<file path="config.mk">
export PLATFORM = sky130hd
export DESIGN_NAME = dispatch_queue
export DESIGN_NICKNAME = d
export VERILOG_FILES = /design/src/rtl/sys_defs_pkg.sv /design/src/rtl/dq_wakeup.sv /design/src/rtl/dispatch_queue.sv
export SDC_FILE = /design/constraint.sdc
export NUM_CORES = 1
export LEC_CHECK = 0
export ABC_AREA = 1
export CORE_ASPECT_RATIO = 1.25
export CORE_MARGIN = 2
export CORE_UTILIZATION = 45
export CTS_BUF_LIST = sky130_fd_sc_hd__clkbuf_2
export CTS_CLUSTER_DIAMETER = 150
export DETAILED_ROUTE_END_ITERATION = 8
export GPL_TIMING_DRIVEN = 1
export PLACE_DENSITY = 0.67
export SLEW_MARGIN = 40
export SYNTH_ARGS = -nofsm -noshare
export SYNTH_HDL_FRONTEND = slang
export SYNTH_SLANG_ARGS = --single-unit
</file>
<file path="constraint.sdc">
create_clock -name clock -period 3.8 [get_ports clock]
set_clock_uncertainty 0.05 [all_clocks]
set_input_delay 0.57 -clock clock [delete_from_list [all_inputs] [get_ports clock]]
set_output_delay 0.57 -clock clock [all_outputs]
set_load 0.02 [all_outputs]
</file>
<file path="src/rtl/sys_defs_pkg.sv">
// Shared pipeline types for the decode/rename -> reservation-station path.
// `DQ_SZ supplies the default dispatch queue depth.
`ifndef DQ_SZ
`define DQ_SZ 4
`endif

package sys_defs;

  localparam int PRF_IDX_W = 6;

  typedef struct packed {
    logic [PRF_IDX_W-1:0] idx;
    logic                 ready;
  } TAG;

  typedef struct packed {
    logic [31:0] pc;
    logic [4:0]  op;
    TAG          dest;
    TAG          t1;
    TAG          t2;
  } ID_IS_PACKET;

  // The zero register is architecturally always ready, so it never wakes up.
  function automatic logic tag_hit(input TAG src, input TAG bcast);
    return bcast.ready && (bcast.idx != '0) && (src.idx == bcast.idx);
  endfunction

endpackage

</file>
<file path="src/rtl/dq_wakeup.sv">
// Combinational CDB snoop: sets the ready bit of any source tag that matches
// the current broadcast. The destination tag passes through unchanged.
module dq_wakeup
  import sys_defs::*;
(
  input  ID_IS_PACKET i_packet,
  input  TAG          i_cdb,
  output ID_IS_PACKET o_packet
);

  always_comb begin
    o_packet = i_packet;
    if (tag_hit(i_packet.t1, i_cdb)) o_packet.t1.ready = 1'b1;
    if (tag_hit(i_packet.t2, i_cdb)) o_packet.t2.ready = 1'b1;
  end

endmodule

</file>
<file path="src/rtl/dispatch_queue.sv">
// In-order dispatch FIFO between rename and the reservation station, with CDB
// snooping on every held packet. Define DQ_BYPASS_EN for the empty-queue bypass.
`ifndef DQ_SZ
`define DQ_SZ 4
`endif

module dispatch_queue
  import sys_defs::*;
#(
  parameter int DQ_DEPTH = `DQ_SZ,
  parameter int DQ_PTR_W = $clog2(DQ_DEPTH)
) (
  input  logic              clock,
  input  logic              reset,
  input  TAG                cdb,
  input  ID_IS_PACKET       enq_packet,
  input  logic              enq_valid,
  output logic              enq_ready,
  input  logic              rs_free,
  output ID_IS_PACKET       is_packet_out,
  output logic              rs_in_en,
  input  logic              squash,
  output logic [DQ_PTR_W:0] count
);

  localparam logic [DQ_PTR_W:0] LP_FULL = (DQ_PTR_W + 1)'(DQ_DEPTH);

  ID_IS_PACKET         r_slot [DQ_DEPTH];
  logic                r_valid [DQ_DEPTH];
  logic [DQ_PTR_W-1:0] r_head;
  logic [DQ_PTR_W-1:0] r_tail;
  logic [DQ_PTR_W:0]   r_count;

  ID_IS_PACKET w_slot_fwd [DQ_DEPTH];
  ID_IS_PACKET w_enq_fwd;
  ID_IS_PACKET w_head_fwd;
  logic        w_empty;
  logic        w_full;
  logic        w_bypass;
  logic        w_enq_fire;
  logic        w_deq_fire;

  genvar gi;
  generate
    for (gi = 0; gi < DQ_DEPTH; gi++) begin : g_slot
      dq_wakeup u_slot_wk (
        .i_packet (r_slot[gi]),
        .i_cdb    (cdb),
        .o_packet (w_slot_fwd[gi])
      );

      // Held packets re-latch their forwarded copy so a broadcast is never lost.
      always_ff @(posedge clock) begin
        if (w_enq_fire && (r_tail == DQ_PTR_W'(gi))) begin
          r_slot[gi] <= w_enq_fwd;
        end else if (r_valid[gi]) begin
          r_slot[gi] <= w_slot_fwd[gi];
        end
      end

      always_ff @(posedge clock) begin
        if (!reset || squash) begin
          r_valid[gi] <= 1'b0;
        end else if (w_enq_fire && (r_tail == DQ_PTR_W'(gi))) begin
          r_valid[gi] <= 1'b1;
        end else if (w_deq_fire && (r_head == DQ_PTR_W'(gi))) begin
          r_valid[gi] <= 1'b0;
        end
      end
    end
  endgenerate

  dq_wakeup u_enq_wk (
    .i_packet (enq_packet),
    .i_cdb    (cdb),
    .o_packet (w_enq_fwd)
  );

  dq_wakeup u_head_wk (
    .i_packet (r_slot[r_head]),
    .i_cdb    (cdb),
    .o_packet (w_head_fwd)
  );

  assign w_empty = (r_count == '0);
  assign w_full  = (r_count == LP_FULL);

`ifdef DQ_BYPASS_EN
  assign w_bypass = w_empty && enq_valid && rs_free && !squash;
`else
  assign w_bypass = 1'b0;
`endif

  // Admission looks only at registered occupancy, never at a same-cycle dequeue.
  assign enq_ready  = !w_full && !squash;
  assign w_enq_fire = enq_valid && enq_ready && !w_bypass;
  assign w_deq_fire = !w_empty && rs_free && !squash;
  assign rs_in_en   = w_deq_fire || w_bypass;
  assign count      = r_count;

  always_comb begin
    is_packet_out = '0;
    if (w_bypass) begin
      is_packet_out = w_enq_fwd;
    end else if (!w_empty) begin
      is_packet_out = w_head_fwd;
    end
  end

  always_ff @(posedge clock) begin
    if (!reset || squash) begin
      r_head  <= '0;
      r_tail  <= '0;
      r_count <= '0;
    end else begin
      if (w_enq_fire) r_tail <= r_tail + 1'b1;
      if (w_deq_fire) r_head <= r_head + 1'b1;
      case ({w_enq_fire, w_deq_fire})
        2'b10:   r_count <= r_count + 1'b1;
        2'b01:   r_count <= r_count - 1'b1;
        default: r_count <= r_count;
      endcase
    end
  end

endmodule

</file>
==> results of run 1 <==
[per-stage QoR]
step	hold slack, ps	std cells
2_1_floorplan	441	1030
3_3_place_gp	446	1460
3_5_place_dp	458	1460
4_1_cts	210	1564
5_1_grt	217	1565
6_report	339	1566
[what timing repair did]
action                     CTS  global route
setup endpoints to repair   19             4
resized for setup            3             5
setup buffers                3             0
[kinds of logic after synthesis]
kind of cell / Yosys count / share of synthesized area, %
compound gates: 165 / 7.66
xor+xnor: 31 / 2.46
fa+ha+maj: 10 / 1.20
buf+inv: 99 / 4.32
flops: 245 / 65.8
simple gates: 480 / 18.6
[cell type report]
type	count	area, um^2	share of cell area (%)
Sequential cell	245	7270	54.9
Multi-Input combinational cell	686	3310	25.0
Timing Repair Buffer	156	1560	11.8
Clock buffer	87	435	3.29
Tap cell	330	413	3.12
Inverter	46	189	1.43
Clock inverter	14	66.3	0.501
Antenna cell	2	5.00	0.0378
[cells in the final DEF, fill, tap and decap left out, types with 2 or more instances in the layout]
cell	Yosys	routed
xor2_1	8	8
nor2_1	229	229
nor3_1	4	3
clkbuf_2	0	87
o21ai_0	98	98
nor4_1	2	2
a21oi_1	62	62
clkinv_1	2	10
nand2_1	143	143
clkdlybuf4s50_1	0	131
dfxtp_1	9	7
ha_1	9	9
buf_4	8	17
buf_12	1	3
edfxtp_1	236	236
diode_2	0	2
or2_2	24	24
buf_6	2	3
nand3_2	10	10
inv_2	2	7
inv_1	41	36
nand4_1	12	12
nand3_1	45	45
nand2_2	10	10
xnor2_1	23	23
clkinv_2	0	4
[routing by layer]
metal,track usage (%),vias up
met5,0,-
met4,9.76,0
met3,4.33,48
met2,38.2,271
met1,24.0,3738
li1,-,3887
[critical path, stage by stage, from the launching register on]
cell and delay [ps]:
dfxtp_4 470, buf_8 250, nand2_1 80, nand3_1 90, nand2_1 120, nand2_1 80, nand2_1 50, nor2_1 110
nand2_1 70, nor2_1 90, nor2_1 50, nor2_1 100, clkdlybuf4s50_1 610
[final timing paths]
kind / from / to / slack (ps) / depth (start not counted)
setup / recovery: flip-flop / is_packet_out[7] / 230 / 12
hold / removal: enq_packet[30] / r_slot[2][30] / 340 / 1
setup reg to reg: count[0] / count[2] / 1280 / 12
hold reg to reg: count[2] / count[2] / 470 / 2
[registers in the layout (all words and copies together) (netlist names), named ones only]
| register | flops |
|---|---|
| r_slot | 232 |
| r_valid | 4 |
| count | 3 |
| r_head | 2 |
| r_tail | 2 |
[power by group through the flow]
stage                     combinational, mW  clock [mW]  sequential (mW)
final                                 0.495        1.60             3.03
after global routing                  0.544        1.81             3.03
after detailed placement              0.495           0             3.09
after CTS                             0.499        1.66             3.03
after floorplan                       0.254           0             3.09
after global placement                0.489           0             3.09
[cell usage after synthesis, drive strengths merged, types with 2 or more instances]
cell type    n
a21oi       62
buf         36
clkbuf      17
clkinv       2
dfxtp        9
edfxtp     236
ha           9
inv         44
nand2      153
nand3       55
nand4       12
nor2       229
nor3         4
nor4         2
o21ai       98
or2         24
xnor2       23
xor2         8
==> run metrics, run 1 <==
status=complete, no violations; Worst Max-Slew Pin Slew=523 ps; Port Buffer Count=around 130; Reg power frac=roughly three fifths; sequential-to-total area share from yosys stat=between 60% and 70%; Max Fclk=280 MHz; RSZ-0062 raised after global routing=yes; share of post-route cells with drive strength above 1=14.1%; worst hold path class=input port to flip-flop; post-synth top area cell=edfxtp_1; syn avg cell area=10.7 um^2; NetSw=roughly 1.3 mW; final setup vio count=0; cell area after synthesis=11000 um^2; via count=7944; met2 routed WL=about 14000 um; vias in the first global route=roughly 8100; Worst EP required=approximately 3200 ps; maxcap violations=0; drt pass-1 iters=5; CORE AREA=24300 um^2; CP Class=flip-flop to primary output; net count after synthesis=1110; final WL=26500 um; Die W=144 um; Startpoint Class=flip-flop; Via density=just over 5; Max Slew Vio Count=0; antenna violations before repair=1; fin area=13200 um^2; Remaining DRCs=0; Final Cycle Share=~94%; post-layout net count=about 1300; crit path DAT=a little under 3000 ps; largest net degree at the start of global routing=87; first-pass GRT wire length=41600 um; Logic pwr share=around a tenth; FILL cells=2112; Clock Pin Slew Worst Setup and Hold Paths=roughly 110 ps; Clock Sinks=245; CTS hold repair buffers=0; DIE AREA=25800 um^2; root buf cell=clkbuf_2; setup tns final=0 ps; Initial Util=45.5%; Core Util, Final=between 50% and 60%; Synth Flop Type=edfxtp_1; cell row count=64; Post-synth EDFFs=236; Post-DRT Antenna Nets=0; top sig layer=met4; leakage power=~5 nW; dpl cell area=between 10000 and 15000 um^2; Synth-to-Final Area Change=19.9%; wire per inst=approximately 17 um; clock share of power=31.2%; Cells after Synth=between 1000 and 1500; Yosys cell types=34; total CTS buffers=59; GRT Total Usage=21.2%; Final Power=slightly above 5 mW; Hold Fails Final Rpt=0; maximum VDD drop=239 uV; Area contributors post-synth=edfxtp_1 (64%), nor2_1 (7.8%), nand2_1 (4.9%); Setup WS post-layout=230 ps; pwr dens=roughly 390 nW/um^2; insertion delay to the later sink of the worst-skew pair=800 ps; switch share=25.2%; RePlAce Congestion=0.894; pre-CTS setup slack=468 ps; Metal-1 WL=between 10000 and 15000 um; num ports=roughly 130; Yosys reg bits=245; post-synth top area share=64.2%; Remaining Overflow, GRT=0; CP endpoint kind=primary output; asr flop ratio synth=0%; fin crit period=3570 ps; clock tree from TritonCTS=done; met3 routed WL=about 1600 um; Max-slew headroom=roughly 65%; die height=between 150 and 200 um; Clock Path Buffers=3; Post-DP HPWL=roughly 17000 um; Internal Pwr Total=3.83 mW; initial DRC count=slightly above 400; H-tree levels=2; Max FO, Critical Path=31; Yosys Warn Count=0
No activity file was read; power rests on OpenSTA's default activity.
==> run 2, diff against run 1 <==
- DONT_BUFFER_PORTS: not set -> 1
- PLACE_DENSITY: 0.67 -> not set
- REMOVE_ABC_BUFFERS: not set -> 1
==> run metrics, run 2 (synthesis results as in run 1) <==
fin crit period=3510 ps (-59.1 ps); H-tree levels=2 (unchanged); Die W=144 um (unchanged); total CTS buffers=56 (-5.1%); die height=179 um (unchanged); Logic pwr share=7.6% (-2.1 points); Via density=5.06 (-0.24%); Worst EP required=3180 ps (about the same); Critical R2R Capture=r_slot[0][55]; CP Class=flip-flop to primary output; Slowest-stage cell, CP=dfxtp_4; r2r setup slk=1160 ps (-120 ps); final WL=26200 um (-1.1%); drt pass-1 iters=5 (unchanged); wire per inst=17.6 um (+4.2%); r2r startpoint=count[1]; Clock Sinks=245 (unchanged); root buf cell=clkbuf_2; leakage power=4.62 nW (-5.9%); initial DRC count=418 (+3.5%); Clock Pin Slew Worst Setup and Hold Paths=100 ps (about the same); clock share of power=33.5% (+2.3 points); Hold Fails Final Rpt=0 (unchanged); r2r worst-path depth=7 (-5); Remaining DRCs=0 (unchanged); Reg power frac=58.9% (-0.3 points); num ports=133 (unchanged); Startpoint Class=flip-flop; Critical Path, Cell by Cell=buf_6, nor2_1, nor2_1, o21ai_0, a21oi_1; RePlAce Congestion=0.799 (-11%); Post-DP HPWL=15200 um (-8.5%); Initial Util=45.5% (unchanged); Clock Path Buffers=3 (unchanged); post-CTS setup buffers=0 (-3); final setup vio count=0 (unchanged); Worst Hold Margin=95.1 ps (-244 ps); Max FO, Critical Path=88 (+180%); Post-Place Cells=1321 (-9.5%); antenna violations before repair=3 (+2); FILL cells=2182 (+3.3%); CORE AREA=24300 um^2 (unchanged); maxcap violations=0 (unchanged); via count=7525 (-5.3%); max reg flops=232 (unchanged); post-layout net count=1191 (-6.5%); RSZ-0062 raised after global routing=no; DIE AREA=25800 um^2 (unchanged); insertion delay to the later sink of the worst-skew pair=820 ps (+20 ps); Max Fclk=285 MHz (+1.7%); cell row count=64 (unchanged); switch share=24.8% (-0.34 points); GRT Total Usage=20.4% (-0.82 points); Synth-to-Final Area Change=13.3%; Final Power=5.14 mW (+0.48%); Critical Path End=is_packet_out[52]; Worst path most repeated cell=nor2_1; Remaining Overflow, GRT=0 (unchanged); Worst Max-Slew Pin Slew=729 ps (+205 ps); Post-DRT Antenna Nets=0 (unchanged); CP max stage delay=600 ps (about the same); pwr dens=411 nW/um^2 (+6.4%); vias in the first global route=7390 (-8.3%); status=complete, no violations; Cell Count, Final, Fillers Out=1487 (-5.0%); largest net degree at the start of global routing=89 (+2.3%); Biggest register=r_slot; most frequent cells in the layout=edfxtp_1 (236), nor2_1 (229), nand2_1 (143); Internal Pwr Total=3.87 mW (+0.93%); Final Cycle Share=92.4% (-1.6 points); CP endpoint kind=primary output; crit path DAT=2890 ps (-60 ps); worst hold path class=input port to flip-flop; Port Buffer Count=0 (-100%); Max-slew headroom=51.4% (-14 points); clock tree from TritonCTS=done; Max Slew Vio Count=0 (unchanged); maximum VDD drop=224 uV (-6.2%); NetSw=1.28 mW (-0.86%); share of post-route cells with drive strength above 1=14.0% (-0.062 points); most common cell after layout, fill and taps aside=edfxtp_1; first-pass GRT wire length=39600 um (-4.7%); setup tns final=0 ps (unchanged)
## run 2: cell types whose count changed in the layout (fill, tap and decap cells not counted), moves of 2 or more
cell / previous run / this run
clkdlybuf4s50_1: 131 / 0
dlygate4sd3_1: 0 / 61
buf_4: 17 / 8
clkbuf_2: 87 / 83
clkinv_1: 10 / 14
bufinv_16: 0 / 2
clkinv_2: 4 / 2
## run 2: how the worst min path moves through the flow
stage | from | endpoint | slack [ps] | cells after the start
3_5_place_dp | r_head[0] | r_head[0] | 480 | 2
4_1_cts | enq_packet[7] | r_slot[2][7] | 20 | 4
6_report | rs_free | flip-flop | 100 | 4
2_1_floorplan | r_tail[1] | r_tail[1] | 440 | 2
5_1_grt | cdb[5] | r_slot[3][7] | 70 | 3
3_3_place_gp | r_tail[1] | r_tail[1] | 460 | 2
## run 2: layout make-up
cell class                      count  area, um^2  area share [%]
Multi-Input combinational cell    686        3310            26.5
Antenna cell                        3        7.51          0.0600
Sequential cell                   245        7270            58.1
Tap cell                          330         413            3.30
Clock inverter                     18         126            1.01
Inverter                           46         180            1.44
Timing Repair Buffer               76         785            6.27
Clock buffer                       83         415            3.32
## run 2: timing repair
item / in CTS / in global routing
pin swaps: 0 / 0
resized for setup: 1 / 4
endpoints found under the hold margin: 234 / 0
hold buffers: 61 / 0
endpoints found under the setup margin: 1 / 22
## run 2: power groups by stage
stage	clock network [mW]	registers (mW)	logic (mW)
floorplan	0	3.09	0.231
global placement	0	3.09	0.310
detailed placement	0	3.09	0.313
CTS	1.79	3.03	0.389
global route	1.93	3.04	0.433
finish	1.72	3.03	0.390
## run 2: critical path, delay by kind of cell, from the launching register on
kind / cells / cell delay (ps)
simple gates: 2 / 220
flops: 1 / 600
compound gates: 2 / 600
buf+inv: 1 / 600
## run 2: metrics by stage
step	area (um^2)	util (%)	worst slack, ps
2_1_floorplan	10700	-	-1250
3_3_place_gp	11300	46.6	887
3_5_place_dp	11300	46.6	884
4_1_cts	12500	51.4	30.9
5_1_grt	12500	51.6	32.1
6_report	12500	51.6	289
## run 2: per-layer routing
metal	up-vias	share of wire (%)	global-route usage [%]
li1	3725	-	-
met1	3556	40	23.1
met2	196	52	37.3
met3	48	5.5	4.91
met5	-	0	0
met4	0	2.3	7.15
